`config.mk`:
```
export PLATFORM = sky130hd
export DESIGN_NAME = mem_stage_ls
export DESIGN_NICKNAME = d
export VERILOG_FILES = /design/src/rtl/mem_stage_ls_pkg.sv /design/src/rtl/mem_stage_ls_load_align.sv /design/src/rtl/mem_stage_ls.sv
export SDC_FILE = /design/constraint.sdc
export NUM_CORES = 1
export LEC_CHECK = 0
export CELL_PAD_IN_SITES_DETAIL_PLACEMENT = 0
export CELL_PAD_IN_SITES_GLOBAL_PLACEMENT = 1
export CORE_UTILIZATION = 28
export DETAILED_ROUTE_END_ITERATION = 10
export PLACE_DENSITY_LB_ADDON = 0.3
export SYNTH_ARGS = -nofsm -noshare
export SYNTH_HDL_FRONTEND = slang
export SYNTH_SLANG_ARGS = --single-unit
```
`constraint.sdc`:
```
create_clock -name clk -period 2.25 [get_ports clk]
set_input_delay 0.225 -clock clk [delete_from_list [all_inputs] [get_ports clk]]
set_output_delay 0.225 -clock clk [all_outputs]
set_load 0.02 [all_outputs]
```
`src/rtl/mem_stage_ls_pkg.sv`:
```
// Shared encodings, FSM state type and bus-width macros for the MEM load/store stage.
`ifndef MEM_STAGE_LS_PKG_SV
`define MEM_STAGE_LS_PKG_SV

`define MEM_WB_BUS_W(aw, dw) (32 + 1 + (aw) + (dw))
`define MEM_ID_BUS_W(aw, dw) (2 + (aw) + (dw))
`define HILO_BUS_W(dw) (2 * (dw) + 1)

package mem_stage_ls_pkg;

  localparam logic [2:0] LOAD_NONE = 3'd0;
  localparam logic [2:0] LOAD_LB   = 3'd1;
  localparam logic [2:0] LOAD_LBU  = 3'd2;
  localparam logic [2:0] LOAD_LH   = 3'd3;
  localparam logic [2:0] LOAD_LHU  = 3'd4;
  localparam logic [2:0] LOAD_LW   = 3'd5;

  localparam logic STOP   = 1'b1;
  localparam logic NOSTOP = 1'b0;

  typedef enum logic [1:0] {
    ST_IDLE = 2'd0,
    ST_WAIT = 2'd1,
    ST_DONE = 2'd2
  } ls_state_e;

  function automatic logic is_load(input logic [2:0] op);
    return (op >= LOAD_LB) && (op <= LOAD_LW);
  endfunction

endpackage

`endif

```
`src/rtl/mem_stage_ls_load_align.sv`:
```
// Little-endian load alignment: selects byte/halfword/word from a read word and extends it.
module load_align
  import mem_stage_ls_pkg::*;
#(
  parameter int DATA_W = 32
) (
  input  logic [DATA_W-1:0] i_data,
  input  logic [1:0]        i_a,
  input  logic [2:0]        i_load_op,
  output logic [DATA_W-1:0] o_result
);

  logic [7:0]  w_byte;
  logic [15:0] w_half;

  // Lane selection followed by sign/zero extension; a[0] is ignored for halfwords.
  always_comb begin
    case (i_a)
      2'd0:    w_byte = i_data[7:0];
      2'd1:    w_byte = i_data[15:8];
      2'd2:    w_byte = i_data[23:16];
      default: w_byte = i_data[31:24];
    endcase
    w_half = i_a[1] ? i_data[31:16] : i_data[15:0];
    case (i_load_op)
      LOAD_LB:  o_result = {{(DATA_W-8){w_byte[7]}}, w_byte};
      LOAD_LBU: o_result = {{(DATA_W-8){1'b0}}, w_byte};
      LOAD_LH:  o_result = {{(DATA_W-16){w_half[15]}}, w_half};
      LOAD_LHU: o_result = {{(DATA_W-16){1'b0}}, w_half};
      default:  o_result = i_data;
    endcase
  end

endmodule

```
`src/rtl/mem_stage_ls.sv`:
```
// MIPS MEM stage: EX/MEM pipeline register, variable-latency load handling with
// response buffering and flush-drop, and the WB / ID / HI-LO forwarding buses.
module mem_stage_ls
  import mem_stage_ls_pkg::*;
#(
  parameter int DATA_W    = 32,
  parameter int RF_AW     = 5,
  parameter int STALL_W   = 6,
  parameter int STAGE_IDX = 3
) (
  input  logic                                   clk,
  input  logic                                   rst,
  input  logic                                   flush,
  input  logic [STALL_W-1:0]                     stall,
  input  logic                                   ex_valid,
  input  logic [31:0]                            ex_pc,
  input  logic                                   ex_rf_we,
  input  logic [RF_AW-1:0]                       ex_rf_waddr,
  input  logic [DATA_W-1:0]                      ex_result,
  input  logic [2:0]                             ex_load_op,
  input  logic [`HILO_BUS_W(DATA_W)-1:0]         ex_hilo,
  input  logic [DATA_W-1:0]                      data_rdata,
  input  logic                                   data_rvalid,
  output logic                                   stallreq_mem,
  output logic [`MEM_WB_BUS_W(RF_AW, DATA_W)-1:0] mem_to_wb_bus,
  output logic [`MEM_ID_BUS_W(RF_AW, DATA_W)-1:0] mem_to_id_bus,
  output logic [`HILO_BUS_W(DATA_W)-1:0]         mem_to_wb_hilo,
  output logic [`HILO_BUS_W(DATA_W)-1:0]         mem_to_ex_hilo
);

  ls_state_e                       r_state;
  ls_state_e                       w_state_nxt;
  logic                            r_valid;
  logic [31:0]                     r_pc;
  logic                            r_rf_we;
  logic [RF_AW-1:0]                r_rf_waddr;
  logic [DATA_W-1:0]               r_result;
  logic [2:0]                      r_load_op;
  logic [`HILO_BUS_W(DATA_W)-1:0]  r_hilo;
  logic [DATA_W-1:0]               r_rbuf;
  logic                            r_drop;

  logic              w_rdata_ok;
  logic              w_hold_self;
  logic              w_bubble;
  logic              w_capture;
  logic              w_advance;
  logic              w_new_load;
  logic              w_rf_we;
  logic              w_pending;
  logic [DATA_W-1:0] w_aligned;
  logic [DATA_W-1:0] w_wdata;
  logic              w_unused_stall;

  assign w_unused_stall = ^stall;

  // The stage holds itself while its own load is unanswered, so the load survives
  // the controller's stall of stages 0..STAGE_IDX (which would otherwise bubble it).
  assign w_rdata_ok   = (r_state == ST_WAIT) && data_rvalid && !r_drop;
  assign w_hold_self  = (r_state == ST_WAIT) && !w_rdata_ok;
  assign stallreq_mem = w_hold_self;
  assign w_bubble     = flush || (!w_hold_self && (stall[STAGE_IDX] == STOP)
                                  && (stall[STAGE_IDX+1] == NOSTOP));
  assign w_capture    = !flush && !w_hold_self && (stall[STAGE_IDX] == NOSTOP);
  assign w_advance    = w_bubble || w_capture;
  assign w_new_load   = w_capture && ex_valid && is_load(ex_load_op);

  load_align #(.DATA_W(DATA_W)) u_align (
    .i_data    (data_rdata),
    .i_a       (r_result[1:0]),
    .i_load_op (r_load_op),
    .o_result  (w_aligned)
  );

  // EX/MEM pipeline register including HI/LO.
  always_ff @(posedge clk) begin
    if (rst || w_bubble) begin
      r_valid    <= 1'b0;
      r_pc       <= 32'd0;
      r_rf_we    <= 1'b0;
      r_rf_waddr <= '0;
      r_result   <= '0;
      r_load_op  <= LOAD_NONE;
      r_hilo     <= '0;
    end else if (w_capture) begin
      r_valid    <= ex_valid;
      r_pc       <= ex_pc;
      r_rf_we    <= ex_rf_we;
      r_rf_waddr <= ex_rf_waddr;
      r_result   <= ex_result;
      r_load_op  <= ex_load_op;
      r_hilo     <= ex_hilo;
    end
  end

  // Load FSM state register.
  always_ff @(posedge clk) begin
    if (rst) begin
      r_state <= ST_IDLE;
    end else begin
      r_state <= w_state_nxt;
    end
  end

  // Load FSM next state; leaving WAIT/DONE may directly enter WAIT for a back-to-back load.
  always_comb begin
    w_state_nxt = r_state;
    case (r_state)
      ST_IDLE: w_state_nxt = w_new_load ? ST_WAIT : ST_IDLE;
      ST_WAIT: begin
        if (flush) begin
          w_state_nxt = ST_IDLE;
        end else if (!w_rdata_ok) begin
          w_state_nxt = ST_WAIT;
        end else if (!w_advance) begin
          w_state_nxt = ST_DONE;
        end else begin
          w_state_nxt = w_new_load ? ST_WAIT : ST_IDLE;
        end
      end
      ST_DONE: w_state_nxt = !w_advance ? ST_DONE : (w_new_load ? ST_WAIT : ST_IDLE);
      default: w_state_nxt = ST_IDLE;
    endcase
  end

  // Response buffer and drop flag; a flushed load still owes one response.
  always_ff @(posedge clk) begin
    if (rst) begin
      r_rbuf <= '0;
      r_drop <= 1'b0;
    end else begin
      if (w_rdata_ok && !flush) begin
        r_rbuf <= w_aligned;
      end
      if ((r_state == ST_WAIT) && flush) begin
        r_drop <= r_drop || !data_rvalid;
      end else if (r_drop && data_rvalid) begin
        r_drop <= 1'b0;
      end
    end
  end

  // Write-back data source selection.
  always_comb begin
    w_wdata = r_result;
    case (r_state)
      ST_WAIT: w_wdata = w_rdata_ok ? w_aligned : '0;
      ST_DONE: w_wdata = r_rbuf;
      default: w_wdata = r_result;
    endcase
  end

  assign w_rf_we        = r_valid && r_rf_we;
  assign w_pending      = (r_state == ST_WAIT);
  assign mem_to_wb_bus  = {r_pc, w_rf_we, r_rf_waddr, w_wdata};
  assign mem_to_id_bus  = {w_pending, w_rf_we, r_rf_waddr, w_wdata};
  assign mem_to_wb_hilo = r_hilo;
  assign mem_to_ex_hilo = r_hilo;

endmodule

```
# ---- Word level (Yosys, flattened, before mapping)
# Cells that the tools add are included.
dict set report word_totals {
  latch_bits 0
  output_inout_bits 240
  rom_bits 0
  reg_bits 174
  memories 0
  mem_bits_rw 0
  input_bits 181
  wordCells 60
}
dict set report op_classes {
  eq_ne 8
  n_shift 0
  n_reduce_logical 26
  div_mod_pow 0
  n_mux 12
  n_bitwise 2
  n_addsub 0
  mul 0
  order_cmp 2
}
# operator n
set op_table {}
lappend op_table {{32-bit case mux with 4 select lines} 1}
lappend op_table {{32-bit case mux with 2 select lines} 1}
lappend op_table {{32-bit two-way mux} 1}
lappend op_table {{8-bit case mux with 3 select lines} 1}
lappend op_table {{16-bit two-way mux} 1}
lappend op_table {{1-bit logical AND} 14}
lappend op_table {{3-bit by 2-bit equality test with 1-bit output, second input constant} 2}
lappend op_table {{2-bit two-way mux} 3}
lappend op_table {{2-bit case mux with 3 select lines} 1}
lappend op_table {{1-bit logical NOT} 5}
lappend op_table {{2-bit by 1-bit equality test with 1-bit output, second input constant} 2}
lappend op_table {{2-bit equality test, second input constant} 2}
lappend op_table {{2-bit logical NOT} 2}
lappend op_table {{1-bit logical OR} 4}
lappend op_table {{3-bit by 1-bit equality test with 1-bit output, second input constant} 1}
lappend op_table {{3-bit equality test, second input constant} 1}
lappend op_table {{3-bit by 1-bit >= comparator with 1-bit output, second input constant} 1}
lappend op_table {{3-bit <= comparator, second input constant} 1}
lappend op_table {{1-bit two-way mux} 3}
lappend op_table {{1-bit NOT} 2}
lappend op_table {{2-bit nonzero test} 1}

# ---- Logic depth before layout (Yosys ltp)
# Gate-level depths: netlist of run 1.
dict set report depth {
  word_depth 15
  depth_mapped 10
  depth_no_buf 7
}

# ---- Hierarchy
# A second synthesis of run 1 with hierarchy kept.
dict set report hier_totals {
  hier_cells 1391
  hier_area_um2 10837.9
}
# mod cells_per_inst area_each_um2 seq_area_each_um2 n_inst
set modules_own_cells {}
lappend modules_own_cells {mem_stage_ls 1209 9561.7 3483.3 1}
lappend modules_own_cells {load_align 182 1276.2 0.0 1}

# ---- Least setup slack after synthesis of run 1
# OpenSTA, ideal clock, no wires.
dict set report synth_timing {
  path_kind {reg2out}
  start {register r_load_op[2]}
  end {output port mem_to_wb_bus[6]}
  arrival_time_ps 2175
  stages_incl_launch_ff 9
  path_slack_ps -150
  path_cell_list {dfxtp_1 > buf_2 > or3b_1 > o21ai_1 > buf_2 > nand3_1 > a21boi_1 > o21ai_0 > buf_4}
}
dict set report synth_between {
  elab_chain_cells 4
  word_cells_on_any_way 7
  classes_between {eq/ne (4); mux (3)}
}
# item line
set synth_rtl {}
lappend synth_rtl {{from (decl)} mem_stage_ls.sv:38} ;# logic [2:0] r_load_op;
lappend synth_rtl {{from (signal assigned)} mem_stage_ls.sv:91} ;# r_load_op <= ex_load_op;
lappend synth_rtl {{3-bit equality test (tied with other cells)} mem_stage_ls_load_align.sv:25} ;# case (i_load_op)
lappend synth_rtl {{32-bit case mux with 4 select lines *} mem_stage_ls_load_align.sv:25}
lappend synth_rtl {{32-bit two-way mux *} mem_stage_ls.sv:147} ;# ST_WAIT: w_wdata = w_rdata_ok ? w_aligned : '0;
lappend synth_rtl {{32-bit case mux with 2 select lines *} mem_stage_ls.sv:146} ;# case (r_state)
lappend synth_rtl {{to (decl)} mem_stage_ls.sv:25} ;# output logic [`MEM_WB_BUS_W(RF_AW, DATA_W)-1:0] mem_to_wb_bus,
# Every way passes the cells marked *; elsewhere a longest branch is shown, timed or not.

# ---- Worst setup path in the final report of run 1
dict set report layout_timing {
  start {register r_load_op[0]}
  end {output port mem_to_id_bus[31]}
}
dict set report layout_between {
  elab_chain_cells 4
  word_cells_on_any_way 7
  classes_between {eq/ne (4); mux (3)}
}
# item line
set layout_rtl {}
lappend layout_rtl {{3-bit equality test (tied with other cells)} mem_stage_ls_load_align.sv:25}
lappend layout_rtl {{32-bit case mux with 4 select lines *} mem_stage_ls_load_align.sv:25}
lappend layout_rtl {{32-bit two-way mux *} mem_stage_ls.sv:147}
lappend layout_rtl {{32-bit case mux with 2 select lines *} mem_stage_ls.sv:146}
lappend layout_rtl {{to (decl)} mem_stage_ls.sv:26} ;# output logic [`MEM_ID_BUS_W(RF_AW, DATA_W)-1:0] mem_to_id_bus,
# Marked as above.

==> results of run 1 <==
worst max-delay path by stage:
| stage | start | end | slack, ps | cells past startpoint |
|---|---|---|---|---|
| 2_1_floorplan | r_load_op[0] | mem_to_wb_bus[3] | 20 | 8 |
| 3_3_place_gp | data_rdata[10] | mem_to_id_bus[2] | -500 | 8 |
| 3_5_place_dp | data_rdata[25] | mem_to_id_bus[1] | -480 | 7 |
| 4_1_cts | r_load_op[1] | mem_to_wb_bus[17] | -360 | 10 |
| 5_1_grt | r_result[1] | mem_to_id_bus[7] | -370 | 8 |
| 6_report | r_load_op[0] | mem_to_id_bus[31] | -280 | 10 |
what timing repair did:
action	in CTS	in global routing
setup buffers	34	22
pin swaps	51	47
cloned	4	0
endpoints found under the setup margin	80	73
gates resized for setup	442	81
cell type report:
cell class | count | area share
flip-flops and latches | 174 | 0.233
well taps | 390 | 0.0324
multi-input cells | 775 | 0.310
repair buffers | 581 | 0.383
inverters | 6 | 0.00200
diodes | 1 | 0.000166
clock inverters | 14 | 0.0112
clock buffers | 18 | 0.0292
through the flow:
step	power, mW	hold WS [ps]	util	TNS (ps)
floorplan	3.78	361	-	0
global placement	4.48	439	0.440	-25540
detailed placement	4.49	446	0.440	-25430
CTS	7.70	295	0.483	-16680
global route	7.98	301	0.502	-19670
finish	7.65	318	0.502	-13420
kinds of logic after synthesis:
group | Yosys count | synth area share
muxes | 11 | 0.0162
buffers and inverters | 198 | 0.141
DFF | 174 | 0.404
xor gates and xnor gates | 3 | 0.00479
adders and majority gates | 4 | 0.00580
and+or+nand+nor | 461 | 0.218
AOI/OAI and AO/OA | 296 | 0.211
worst max-delay path: cells and delay by family (launching register included):
kind | cells | cell delay, ps
AOI/OAI and AO/OA | 1 | 140
xor gates and xnor gates | 1 | 240
buffers and inverters | 5 | 670
DFF | 1 | 360
and+or+nand+nor | 3 | 470
power by group:
group / internal, mW / total, mW / switching [mW]
registers: 3.12 / 3.16 / 0.0356
logic: 0.734 / 1.40 / 0.666
clock network: 1.54 / 3.09 / 1.56
total: 5.40 / 7.65 / 2.26
placed cells by master (no fill, tap or decap), types with 4 or more instances in the layout:
| master | instances |
|---|---|
| clkdlybuf4s50_1 | 351 |
| nor3_1 | 5 |
| a21boi_0 | 5 |
| clkinv_8 | 5 |
| nor3_4 | 4 |
| a21oi_1 | 157 |
| buf_6 | 66 |
| a2111oi_4 | 4 |
| and2_1 | 4 |
| mux2_4 | 4 |
| nand3_1 | 4 |
| mux2_2 | 4 |
| o22ai_1 | 5 |
| o21a_1 | 15 |
| a211oi_1 | 15 |
| and3_4 | 4 |
| inv_8 | 4 |
| a31oi_1 | 4 |
| dfxtp_4 | 4 |
| nand3_2 | 14 |
| o21ai_0 | 18 |
| nand2_2 | 10 |
| buf_8 | 4 |
| dfxtp_1 | 170 |
| buf_12 | 19 |
| a31oi_2 | 13 |
| clkbuf_16 | 17 |
| o221ai_2 | 6 |
| buf_4 | 140 |
| inv_6 | 4 |
| nand2_1 | 335 |
| nand2_4 | 6 |
| a22o_1 | 16 |
| nand2b_1 | 9 |
| nor2_1 | 40 |
flip-flops by register name, indices dropped and copies added (netlist names):
name            count
mem_to_ex_hilo     65
r_drop              1
r_load_op           3
r_pc               32
r_rbuf             32
r_result           32
r_rf_waddr          5
r_rf_we             1
r_state             2
r_valid             1
routing by layer:
metal  global-route usage  vias to the layer above
met3               0.0750                       36
met5                    0                        -
met2                0.387                      310
met4               0.0534                        4
met1                0.244                     4374
li1                     -                     4570
==> out/qor.yml, run 1 <==
status: "finished, violations left"
violations: "setup timing"
ys_seq_elements: 174
r2r-end: "r_rbuf[31]"
highest_layer: "met5"
clock_path_buffers: 2
finalNonFillerCells: 1959
vias: 9294
placed_cells: 1867
die_area_mm2: 0.0315
yosys-top-cells-area: "dfxtp_1 40%, nand2_1 15%, buf_4 9.6%, a21oi_1 9.2%, clkbuf_1 2.3%"
die_h_um: 178
rsz0062_at_grt: "true"
dp_slack_ps: -479
min_from: "ex_pc[22]"
cts_buffers: 17
core-area_mm2: 0.0300
cp_max_fo: 7
yosysMostFrequentCell: "nand2_1"
placed_area_mm2: 0.0132
netlist_instances: 1147
netlist_area_mm2: 0.00862
routed-wl-met2_um: 18300
setup_viol: 64
leakagePower_nw: 5.45
cp_cell_sequence: "buf_6, or2_4, buf_8, xnor2_4, buf_6, buf_6, o21a_1, nand3_1, nand2_2, buf_6"
drc: 0
crit_arrival_ps: 2310
hp-class: "in -> reg"
antenna_left: 0
hpwl_um: 25200
grt_pass1_vias: 8846
critPathMaxStageDelay_ps: 360
period_share: 1.12
multi_input_area_mm2: 0.00466
hold_viol_final: 0
yosys-top-cells-count: "351 x nand2_1, 174 x dfxtp_1, 158 x a21oi_1"
io_pins: 421
clkLatencyLatePin_ps: 440
synth_top_area_share: 0.404
nFillCells: 2905
clk_pin_slew_worst_paths_ps: 90
initial_core_util: 0.288
syn-mean-instance-area_um2: 7.52
crit_type: "reg -> out"
drv_cap: 0
ys_types: 54
dieWidth_um: 178
drv_slew: 0
synthToLayoutAreaGrowth_pct: 74.5
grt_antenna_before_repair: 3
seq_area_mm2: 0.00350
ys_warn_count: 0
cts_tree: "done"
post-route-min-period_ps: 2530
slew-limit-headroom: 0.503
clock_skew_ps: 20.7
worst_slack_ps: -280
peakVddDrop_mv: 0.386
r2r.worst_path.cells: 11
row_count: 63
min_path_cells: 3
design_area_mm2: 0.0150
hold_buffers: 0
synth_enable_flop_cells: 0
reg2reg_from: "r_load_op[0]"
syn_nets: 1332
grt-ovfl-total: 0
track_usage: 0.217
via_per_inst: 4.74
wl_met1_um: 13600
htreeDepth: 4
ys_async_sr_fraction: 0
gp_congestion: 0.896
holdPathEnd: "r_pc[22]"
power_density_mw_per_mm2: 509
finish.net_count: 1740
reg2reg_slack_ps: 110
timing.fmax_ghz: 0.395
wl_met3_um: 2990
grt_pass1_wl_um: 52100
crit_slowest_cell: "dfxtp_4"
cp-end-kind: "output pin"
grt_max_degree: 94
root_buffer: "clkbuf_16"
worst_slew_pin_slew_ps: 744
drt-total-wl_um: 35500
post_drt_wl_per_cell_um: 18.1
cts.sinks: 174
yosysSeqAreaShare: 0.404
synth_top_cell_by_area: "dfxtp_1"
drive_above_1_share: 0.247
dr.pass1.iters: 5
worstSetupStartpointType: "flip-flop"
worst_path_most_repeated_cell: "buf_6"
cp.required_ps: 2030
drt_iter0_markers: 483
port-buffer-count: 416
ys.flop_type: "dfxtp_1"
(Power assumes the default switching activity.)
==> run 2: changes to the inputs <==
MAX_ROUTING_LAYER = met4   (was not set)
SLEW_MARGIN = 20   (was not set)
==> out/qor.yml, run 2 (synthesis results as in run 1) <==
status: "finished, violations left"  # unchanged
violations: "setup timing"  # unchanged
cp.required_ps: 2030  # about the same
io_pins: 421  # unchanged
design_area_mm2: 0.0149  # was 0.0150 mm^2
p_comb_frac: 0.185  # was 0.183
hold_buffers: 0  # unchanged
drv_slew: 0  # unchanged
worstSetupStartpointType: "flip-flop"  # unchanged
antenna_left: 0  # unchanged
layout_commonest_cell: "clkdlybuf4s50_1"  # unchanged
hp-class: "in -> reg"  # unchanged
power_density_mw_per_mm2: 503  # was 509 mW/mm^2
pwr-share-seq: 0.422  # was 0.413
root_buffer: "clkbuf_16"  # unchanged
clk_pin_slew_worst_paths_ps: 90  # about the same
cts_buffers: 17  # unchanged
clock_skew_ps: 28.0  # was 20.7 ps
post-route-min-period_ps: 2540  # was 2530 ps
p_clk_frac: 0.393  # was 0.404
timing.fmax_ghz: 0.394  # was 0.395 GHz
port-buffer-count: 416  # unchanged
track_usage: 0.223  # was 0.217
rsz0062_at_grt: "true"  # unchanged
initial_core_util: 0.288  # unchanged
worst_slew_pin_slew_ps: 764  # was 744 ps
crit_slowest_cell: "dfxtp_4"  # unchanged
drive_above_1_share: 0.241  # was 0.247
finish.net_count: 1741  # was 1,740
internal-power_mw: 5.33  # was 5.40 mW
post_drt_wl_per_cell_um: 17.9  # was 18.1 um
die_area_mm2: 0.0315  # unchanged
fin_total_pwr_mw: 7.48  # was 7.65 mW
critPathMaxStageDelay_ps: 390  # was 360 ps
cts_tree: "done"  # unchanged
htreeDepth: 4  # unchanged
switchingPower_mw: 2.15  # was 2.26 mW
crit_arrival_ps: 2310  # about the same
grt_max_degree: 93  # was 94
leakagePower_nw: 5.41  # was 5.45 nW
worst_path_most_repeated_cell: "a31oi_2"  # was buf_6
clock_path_buffers: 2  # unchanged
grt_pass1_wl_um: 52300  # was 52,100 um
core-area_mm2: 0.0300  # unchanged
drv_cap: 0  # unchanged
grt_antenna_before_repair: 5  # was 3
cp_max_fo: 8  # was 7
slew-limit-headroom: 0.490  # was 0.503
placed_area_mm2: 0.0132  # about the same
grt-ovfl-total: 0  # unchanged
layout_common_cells: "351 x clkdlybuf4s50_1, 334 x nand2_1, 170 x dfxtp_1"  # was 351 x clkdlybuf4s50_1, 335 x nand2_1, 170 x dfxtp_1
clkLatencyLatePin_ps: 440  # about the same
period_share: 1.13  # was 1.12
via_per_inst: 4.69  # was 4.74
row_count: 63  # unchanged
drc: 0  # unchanged
drt_iter0_markers: 536  # was 483
crit_type: "reg -> out"  # unchanged
cp_cell_sequence: "buf_8, mux2_4, mux2i_4, a31oi_2, buf_6, o221ai_2, a31oi_2, buf_2"  # was buf_6, or2_4, buf_8, xnor2_4, buf_6, buf_6, o21a_1, nand3_1, nand2_2, buf_6
cts.sinks: 174  # unchanged
gp_congestion: 0.919  # was 0.896
peakVddDrop_mv: 0.502  # was 0.386 mV
die_h_um: 178  # unchanged
drt-total-wl_um: 35100  # was 35,500 um
setup_tns_ps: -13540  # was -13,420 ps
largest_reg_flops: 65  # unchanged
cp-end-kind: "output pin"  # unchanged
dieWidth_um: 178  # unchanged
synthToLayoutAreaGrowth_pct: 72.4  # was 74.5%
vias: 9208  # was 9,294
hold_viol_final: 0  # unchanged
worst_slack_ps: -288  # was -280 ps
hpwl_um: 25600  # was 25,200 um
grt_pass1_vias: 9189  # was 8,846
setup_viol: 64  # unchanged
power_switching_share: 0.288  # was 0.295
dr.pass1.iters: 5  # unchanged
==> run 2: cell type report <==
cell class / count / area (um^2)
clock inverter: 14 / 139
antenna: 5 / 12.5
timing repair buffer: 582 / 5680
tap: 390 / 488
fill: 2932 / 15100
inverter: 6 / 30.0
clock buffer: 18 / 429
multi-input combinational: 775 / 4600
sequential: 174 / 3490
==> run 2: power by group through the flow <==
stage                     logic, mW  registers, mW  clock network, mW
after CTS                      1.34           3.16               3.01
after detailed placement       1.25           3.23                  0
after global routing           1.48           3.17               3.13
final                          1.38           3.16               2.94
after floorplan               0.519           3.26                  0
after global placement         1.25           3.23                  0
==> run 2: routing by layer <==
| layer | global-route usage | vias to the layer above | part of all wire |
|---|---|---|---|
| li1 | - | 4565 | - |
| met1 | 0.244 | 4267 | 0.39 |
| met2 | 0.380 | 332 | 0.50 |
| met3 | 0.0746 | 44 | 0.087 |
| met4 | 0.0719 | 0 | 0.027 |
| met5 | - | - | 0 |
==> run 2: metrics by stage <==
| step | utilization | hold slack [ps] | setup WS, ps | std cells |
|---|---|---|---|---|
| after floorplan | - | 361 | 19.0 | 1147 |
| after global placement | 0.440 | 439 | -515 | 1874 |
| after detailed placement | 0.440 | 447 | -516 | 1874 |
| after CTS | 0.481 | 309 | -314 | 1940 |
| after global routing | 0.496 | 316 | -355 | 1964 |
| final | 0.496 | 322 | -288 | 1964 |
==> run 2: timing repair <==
action	CTS	global route
hold endpoints to repair	0	0
gates cloned	4	0
pin swaps	41	37
setup buffers	30	23
endpoints found under the setup margin	80	85
resized for setup	448	65
==> run 2: worst max-delay path: cells and delay by family, from the launching register on <==
family                 cells  cell delay (ps)
DFF                        1              390
muxes                      2              560
buffers and inverters      3              500
AOI/OAI and AO/OA          3              440
==> run 2: worst paths after layout <==
kind	to	startpoint	slack, ps	depth (start not counted)
max	mem_to_id_bus[12]	r_result[1]	-290	8
min	r_pc[31]	ex_pc[31]	320	3
max reg2reg	r_rbuf[27]	r_result[1]	40	9
min reg2reg	r_result[17]	r_result[17]	450	2
